$ cat src/rtl/uc_pipe_hold_pkg.sv
// Shared control-unit definitions for the pipeline hold controller:
// state encoding, register-address width and the default forced-release limit.
package uc_pipe_hold_pkg;

  localparam int REG_ADDR_W       = 6;
  localparam int MAX_WAIT_DEFAULT = 15;
  localparam int STALL_CNT_W      = 8;

  typedef enum logic [1:0] {
    RUN   = 2'd0,
    STALL = 2'd1,
    DRAIN = 2'd2
  } holdState_t;

endpackage

$ cat src/rtl/uc_pipe_hold.sv
// Pipeline hold controller: freezes fetch/operand stages while a register
// write is outstanding, releases on the matching write-back or after MAX_WAIT cycles.
module uc_pipe_hold
  import uc_pipe_hold_pkg::*;
#(
  parameter int MAX_WAIT = MAX_WAIT_DEFAULT
) (
  input  logic                   clk,
  input  logic                   reset,
  input  logic                   hold_registers,
  input  logic                   exec_write,
  input  logic [REG_ADDR_W-1:0]  exec_dest,
  input  logic                   wb_done,
  input  logic [REG_ADDR_W-1:0]  wb_dest,
  output logic                   fetch_en,
  output logic                   operand_en,
  output logic                   bubble,
  output logic                   stall_active,
  output logic                   timeout,
  output logic [STALL_CNT_W-1:0] stall_count
);

  localparam logic [7:0] WAIT_LIMIT = 8'(MAX_WAIT - 1);

  holdState_t            state;
  holdState_t            nextState;
  logic [REG_ADDR_W-1:0] pendDest;
  logic [7:0]            waitCnt;
  logic                  timeoutReg;
  logic [STALL_CNT_W-1:0] stallCnt;

  logic startStall;
  logic pendMatch;
  logic limitHit;

  // A hazard only stalls if the conflicting write is not already landing this edge.
  always_comb begin
    startStall = hold_registers && exec_write && !(wb_done && (wb_dest == exec_dest));
    pendMatch  = wb_done && (wb_dest == pendDest);
    limitHit   = (waitCnt == WAIT_LIMIT);
    nextState  = state;
    case (state)
      RUN:     if (startStall) nextState = STALL;
      STALL:   if (pendMatch || limitHit) nextState = DRAIN;
      DRAIN:   nextState = RUN;
      default: nextState = RUN;
    endcase
  end

  always_ff @(posedge clk) begin
    if (reset) begin
      state <= RUN;
    end else begin
      state <= nextState;
    end
  end

  // Matching write-back beats the wait limit, so timeout only fires on a true forced release.
  always_ff @(posedge clk) begin
    if (reset) begin
      pendDest   <= '0;
      waitCnt    <= '0;
      timeoutReg <= 1'b0;
      stallCnt   <= '0;
    end else begin
      if (state == RUN && startStall) begin
        pendDest <= exec_dest;
        waitCnt  <= '0;
      end else if (state == STALL) begin
        waitCnt <= waitCnt + 8'd1;
      end
      timeoutReg <= (state == STALL) && limitHit && !pendMatch;
      if (state == STALL && stallCnt != {STALL_CNT_W{1'b1}}) begin
        stallCnt <= stallCnt + 1'b1;
      end
    end
  end

  always_comb begin
    fetch_en     = 1'b1;
    operand_en   = 1'b1;
    bubble       = 1'b0;
    stall_active = 1'b0;
    case (state)
      STALL: begin
        fetch_en     = 1'b0;
        operand_en   = 1'b0;
        bubble       = 1'b1;
        stall_active = 1'b1;
      end
      DRAIN: begin
        fetch_en = 1'b0;
      end
      default: ;
    endcase
    timeout     = timeoutReg;
    stall_count = stallCnt;
  end

endmodule

$ cat config.mk
export PLATFORM = sky130hd
export DESIGN_NAME = uc_pipe_hold
export DESIGN_NICKNAME = d
export VERILOG_FILES = /design/src/rtl/uc_pipe_hold_pkg.sv /design/src/rtl/uc_pipe_hold.sv
export SDC_FILE = /design/constraint.sdc
export NUM_CORES = 1
export LEC_CHECK = 0
export CAP_MARGIN = 10
export CORE_UTILIZATION = 44
export DETAILED_ROUTE_END_ITERATION = 8
export PLACE_DENSITY = 0.75
export SLEW_MARGIN = 20
export SYNTH_ARGS = -nofsm -noshare
export SYNTH_HDL_FRONTEND = slang
export SYNTH_SLANG_ARGS = --single-unit
export TNS_END_PERCENT = 30
$ cat constraint.sdc
create_clock -name clk -period 1.9 [get_ports clk]
set_clock_uncertainty 0.2 [all_clocks]
set_input_delay 0.475 -clock clk [delete_from_list [all_inputs] [get_ports clk]]
set_output_delay 0.475 -clock clk [all_outputs]
set_load 0.05 [all_outputs]
==> flow_metrics.py <==
metrics = {
    "placement": {
        "dp_hpwl_mm": 2.152,
        "gp_congestion": 0.7499,
        "portBuffers": 29,
        "placedInstanceArea_sq_um": 1769,
    },
    "sta": {
        "finalHoldViolCount": 0,
        "timing.final.crit_period_ps": 1889,
        "final_max_slew_viol_count": 0,
        "worstMarginPinSlew_ps": 371.6,
        "rsz0062_at_grt": "yes",
        "setup_viol": 0,
        "fmax_ghz": 0.5293,
        "fin_crit_sh": 0.9944,
        "slew_headroom": 0.7512,
    },
    "critical_path": {
        "crit_fanout": 2,
        "path_common_cell": "inv_2",
        "crit_required_ps": 1220,
        "cp-startpoint": "state[0]$_SDFFE_PP0P_",
        "critPathCaptureType": "output pin",
        "crit_chain": "inv_2 > ha_4 > inv_2 > buf_12",
        "max_stage_delay_ps": 390,
        "critPathLaunchType": "flop",
        "critPathArrivalTime_ps": 1210,
        "critical_path_class": "reg -> out",
        "slowest_stage": "dfxtp_2",
        "regToRegStartpoint": "pendDest[1]$_SDFFE_PP0P_",
    },
    "cells_and_area": {
        "final_core_util": 0.6989,
        "drive_above_1_share": 0.2994,
        "area_delta_synth_final_pct": 51.04,
        "diodes": 0,
        "postLayoutCellArea_sq_um": 1911,
        "fillers": 198,
        "nets": 200,
    },
    "yosys": {
        "synth_area_sq_um": 1265,
        "ys_async_sr_fraction": 0,
        "ys_types": 32,
        "synth.net_count": 157,
        "postSynthCellCount": 135,
        "yosysTopAreaCell": "dfxtp_1",
        "netlist.area_leader.share": 0.3956,
        "synth.most_common_cell": "dfxtp_1",
        "yosys_warnings": 0,
        "ys_seq_area_frac": 0.3956,
        "ys_top_cells_by_count": "dfxtp_1, nor2_1, xnor2_1",
        "synth-seq-cells": 25,
        "synth_edf_count": 0,
        "netlist_top_cells_area": "dfxtp_1, xnor2_1, xor2_1",
        "synthFlopType": "dfxtp_1",
        "synth_area_per_cell_sq_um": 9.370,
    },
    "clock_tree": {
        "clockRootBuffer": "clkbuf_4",
        "cts_tree": "built",
        "cts_inserted_buffers": 3,
        "cts.sinks": 25,
        "insertion_delay_ps": 330,
        "htreeDepth": 1,
        "clock_path_buffers": 2,
        "clkTransAtPathRegs_ps": 150,
        "cts_hold_repair.buffers": 0,
    },
    "global_route": {
        "first_global_vias": 1131,
        "grt.total_usage": 0.1914,
        "grt_first_pass_wirelength_mm": 4.650,
        "grt_overflow": 0,
        "grt_max_degree": 16,
        "antenna_found_initial": 0,
    },
    "routing": {
        "drtIter0Drc": 24,
        "drc": 0,
        "first_pass_iters": 4,
        "drtAntennaViolNets": 0,
        "viasPerCell": 5.274,
        "wl_per_cell_um": 13.69,
        "vias": 1097,
        "wirelength_mm": 2.848,
    },
    "power": {
        "power_mw": 1.220,
        "peakVddDrop_v": 0.0005381,
        "leakage_nw": 0.8244,
        "powerDensity_nw_per_um2": 638.4,
    },
    "hold_path": {
        "min_from": "exec_dest[4]",
        "hold_path_class": "in -> reg",
    },
    "floorplanning": {
        "core_area_sq_um": 2734,
        "start_util": 0.4627,
        "die_h_um": 55.62,
        "die_x_um": 55.62,
        "die_area_sq_um": 3094,
        "io_pins": 30,
        "rows": 19,
    },
    "flow_run": {
        "cap_viol_max_count": 0,
    },
    "run_status": {
        "status": "completed",
    },
}
[layer usage]
layer  part of all wire  vias to the layer above  wire length [um]  GRT usage
li1                   -                      546                 -          -
met1               0.40                      514              1136     0.2104
met2               0.54                       30              1546     0.3701
met3              0.035                        7               100    0.02791
met4              0.023                        0                65    0.06429
met5                  0                        -                 0          0
[metrics by stage]
| step | setup TNS, ps | cells | hold slack, ps | worst slack, ps |
|---|---|---|---|---|
| final | 0 | 208 | 246.4 | 10.55 |
| after global routing | -159.0 | 208 | 287.3 | -36.08 |
| after CTS | -9.998 | 207 | 344.5 | -7.759 |
| after detailed placement | -6993 | 201 | 308.8 | -577.4 |
| after global placement | -6119 | 201 | 294.0 | -503.5 |
| after floorplan | -75.86 | 135 | 280.1 | -75.86 |
[sequential cells by signal, indices dropped and copies added, names as in the netlist]
name	cells
stall_count	8
waitCnt	8
pendDest	6
state	2
timeout	1
[critical path, delay by kind of cell (launching register included)]
family | cells | cell delay [ps]
adder cells (fa/ha/maj) | 1 | 260
buffers and inverters | 3 | 240
flip-flops | 1 | 390
[worst paths after layout]
check | end | slack (ps) | cells past startpoint
worst min register to register | state[1]$_SDFFE_PP0P_ | 310 | 2
worst max register to register | state[1]$_SDFFE_PP0P_ | 90 | 4
worst min-delay path | pendDest[4]$_SDFFE_PP0P_ | 250 | 3
worst max-delay path | fetch_en | 10 | 4
[area by class of cell]
class	instances	area, sq um	area share
clock buffer	3	22.52	0.01179
clock inverter	1	7.507	0.003929
inverter	5	23.77	0.01244
multi-input combinational	100	783.3	0.4100
sequential	25	505.5	0.2646
tap	31	38.79	0.02030
timing repair buffer	43	529.3	0.2770
[cell families after synthesis]
logic type / synth area share
AND/OR/NAND/NOR: 0.1998
XOR/XNOR: 0.1731
flip-flops: 0.3956
AO/OA/AOI/OAI: 0.08803
buffers and inverters: 0.03858
multiplexers: 0.05539
adder cells (fa/ha/maj): 0.04946
[cell usage in the layout (no fill, tap or decap), types with 5 or more instances in the layout]
master and count:
nor2_1 23, dfxtp_1 21, xor2_1 12, buf_12 12, xnor2_1 11, buf_4 11
nand2_1 8, mux2i_1 7, dlygate4sd2_1 7, nand4_1 6, and3_1 5
[report_power, final]
group	leakage [nW]	switching, mW	internal (mW)
logic	0.606	0.197	0.201
registers	0.204	0.0203	0.549
clock network	0.0139	0.172	0.0807
total	0.824	0.390	0.830
[timing repair]
action                                  in CTS  in global routing
endpoints found under the setup margin      20                 17
pin swaps                                    8                  6
gates resized for setup                     22                 15
buffers inserted                             2                  1
No activity file was read; power rests on OpenSTA's default activity.
==> RTL edit 1: new RTL, same settings <==
Set the package constant `REG_ADDR_W` to 8 (it was 6).
--- a/src/rtl/uc_pipe_hold_pkg.sv
+++ b/src/rtl/uc_pipe_hold_pkg.sv
@@ -2,7 +2,7 @@
 // state encoding, register-address width and the default forced-release limit.
 package uc_pipe_hold_pkg;
 
-  localparam int REG_ADDR_W       = 6;
+  localparam int REG_ADDR_W       = 8;
   localparam int MAX_WAIT_DEFAULT = 15;
   localparam int STALL_CNT_W      = 8;
 
Ports: changed (resized exec_dest and wb_dest); port bits go from 30 to 34. No check against the original RTL was run, so the function may have changed too.
==> RTL edit 1 against the original RTL <==
- the flow now finishes with violations (setup timing)
- area after synthesis up 15%
- power up 12%
- non-clock buffer count up 22
- worst setup slack worse by 0.044 ns
- utilization up 3.5 points
- sequential cell count up 2
- routed wire length up 28%
- design area up 19%
- global-route usage up 2.4 points
- via count up 24%
==> RTL edit 1: results (changes against the original RTL) <==
min_path:
  hold_path_depth: 2  # -1
  min-delay-start: "pendDest[5]"
  min-delay-path-class: "flip-flop to flip-flop"
  min_to: "pendDest[5]"
critical_path:
  cp-startpoint: "state[1]"
  reg2reg_depth: 8  # +4
  critical_path.max_fanout: 4  # +2
  endpoint_kind: "flip-flop"
  critPathTopFamily: "simple AND/OR/NAND/NOR gates"
  rr_endpoint: "stall_count[5]"
route:
  wire_per_inst_um: 13.9  # +1.2%
  wl_met3_um: 102  # +2.0%
  drtIter0Drc: 48  # +100%
  m1WireLength_um: 1510  # +33%
  routed_via_density: 5.15  # -2.4%
place:
  dp_hpwl_um: 2790  # +30%
  io_buffers: 33  # +14%
  dpl_cell_area_um2: 2140  # +21%
power:
  p_leak_nw: 0.915  # +11%
  p_comb_mw: 0.489  # +23%
logic_synthesis:
  synthAdderAreaFrac: 0.0430  # -0.00646
  synth-compound-area-share: 0.159  # +0.0710
  yosysUniqueCellTypes: 38  # +19%
  syn_area_per_cell_um2: 9.21  # -1.7%
  synth_seq_area_share: 0.371  # -0.0242
  synth_nets: 184  # +17%
global_routing:
  grt_usage: 0.216  # +0.0242
  grt_pass1_wl_um: 5800  # +25%
timing:
  slew_headroom: 0.790  # +0.0390
  final.setup.worst_slack_ns: -0.0336  # -0.0441 ns
  setup_violations: 4  # +4
clocking:
  post_cts_resized: 24  # +9.1%
  cts_setup_buffers: 4  # +2
outcome:
  status: "finished with violations"
  violations: "setup timing"
final_layout:
  drive_gt1_frac: 0.336  # +0.0369
## RTL edit 1: changes by cell type in the layout (fill, tap and decap cells not counted), sizes merged, moves of 4 or more
cell and delta:
a21oi +7, and3 -4, buf +18, dlygate4sd2 +4, mux2i -6, nand3 +12
nor2 -11, nor3 +7, o21ai +8
## RTL edit 1: metrics by stage
stage / TNS [ns] / setup slack, ns / power [mW] / util
after detailed placement: -7.34 / -0.515 / 1.08 / 0.689
final: -0.0973 / -0.0336 / 1.36 / 0.734
after global routing: -0.429 / -0.0948 / 1.42 / 0.734
after floorplan: -0.723 / -0.254 / 0.864 / -
after CTS: -0.0872 / -0.0307 / 1.36 / 0.719
after global placement: -6.39 / -0.457 / 1.06 / 0.689
## RTL edit 1: cell type report
class,count,area share
multi-input cells,117,0.400
repair buffers,65,0.310
flip-flops and latches,27,0.238
well taps,44,0.0242
inverters,7,0.0143
clock buffers,3,0.00989
clock inverters,1,0.00330
==> RTL edit 2: new RTL, same flow settings <==
Without the edit above. Put a register stage on the output `timeout`, cleared by the reset. The value now appears one clock later. The other outputs are not delayed to match.
--- a/src/rtl/uc_pipe_hold.sv
+++ b/src/rtl/uc_pipe_hold.sv
@@ -21,6 +21,8 @@
 );
 
   localparam logic [7:0] WAIT_LIMIT = 8'(MAX_WAIT - 1);
+
+  logic timeout_d;
 
   holdState_t            state;
   holdState_t            nextState;
@@ -93,8 +95,16 @@
       end
       default: ;
     endcase
-    timeout     = timeoutReg;
+    timeout_d   = timeoutReg;
     stall_count = stallCnt;
+  end
+
+  always_ff @(posedge clk) begin
+    if (reset) begin
+      timeout <= '0;
+    end else begin
+      timeout <= timeout_d;
+    end
   end
 
 endmodule
Behaviour: same outputs for any inputs over 10 cycles, from zero or initial values and one cycle with reset high; that may be too few to reach the edited logic, so the function may still have changed.
==> RTL edit 2 against the original RTL <==
- the run now ends with setup timing left
- count of clock-buffer cells in the layout unchanged
- register-to-register slack improved by 0.02 ns
- sequential cell count is 1 higher
- power is 14% higher
- routed wire length grew 3.3%
- non-clock buffer count up 5
- worst setup slack worse by 0.017 ns
- area after synthesis rose by 2.1%
- design area is 2.4% higher
- largest power group unchanged
- highest routed layer unchanged
==> RTL edit 2: results (changes against the original RTL) <==
outcome:
  status: "finished with violations"
  violations: "setup timing"
logic_synthesis:
  synthCells: 137  # +1.5%
  synth_xor_area_frac: 0.170  # -0.00352
  yosysUniqueCellTypes: 33  # +3.1%
  muxShareOfSynthArea: 0.0543  # -0.00113
  synth-compound-area-share: 0.0862  # -0.00179
  syn_area_per_cell_um2: 9.43  # +0.59%
route:
  via_count: 1130  # +3.0%
  m1WireLength_um: 1210  # +6.3%
  routed_wl_um: 2940  # +3.3%
  met2_wirelength_um: 1590  # +3.0%
power:
  irDropWorstVdd_uv: 794  # +48%
  switching_share: 0.282  # -0.0377
  p_comb_mw: 0.415  # +4%
  p_leak_nw: 0.828  # +0.45%
critical_path:
  slowest_delay_ns: 0.49  # +0.10 ns
  cp.arrival_ns: 1.96  # +0.75 ns
  critPathTopFamily: "simple AND/OR/NAND/NOR gates"
final_layout:
  final_nets: 207  # +3.5%
  fillers: 225  # +14%
global_routing:
  grt_pass1_wl_um: 4630  # -0.45%
  grtUsageMet3: 0.0535  # +0.0256
place:
  gp_congestion: 0.800  # +6.6%
  pre_cts_slack_ns: -0.591  # -0.0132 ns
  dpl_cell_area_um2: 1830  # +3.2%
timing:
  setup_violations: 1  # +1
  slew_headroom: 0.746  # -0.00537
  final.setup.worst_slack_ns: -0.00615  # -0.0167 ns
[RTL edit 2: final cells by class]
cell class | count | share of cell area
multi-input cells | 101 | 0.389
repair buffers | 48 | 0.281
flip-flops and latches | 26 | 0.270
well taps | 31 | 0.0198
clock inverters | 1 | 0.0153
inverters | 5 | 0.0134
clock buffers | 3 | 0.0115
[RTL edit 2: path summary, 6_finish.rpt]
check	endpoint	startpoint	cells past startpoint	slack, ns
worst min register to register	timeout	timeoutReg	1	0.27
worst max register to register	state[1]	waitCnt[0]	6	0.11
worst max-delay path	state[1]	wb_done	5	-0.006
worst min-delay path	timeout	timeoutReg	1	0.27
[RTL edit 2: worst reg2reg max path, cell delays in order, from the launching register on]
cell and delay, ns:
dfxtp_1 0.34, inv_1 0.05, ha_1 0.13, nor4b_1 0.26, nand4b_1 0.21, a32o_2 0.33
a211oi_2 0.20
[RTL edit 2: timing repair]
action / CTS / global route
resized for setup: 23 / 12
pin swaps: 8 / 7
setup endpoints to repair: 20 / 10
setup buffers: 3 / 1
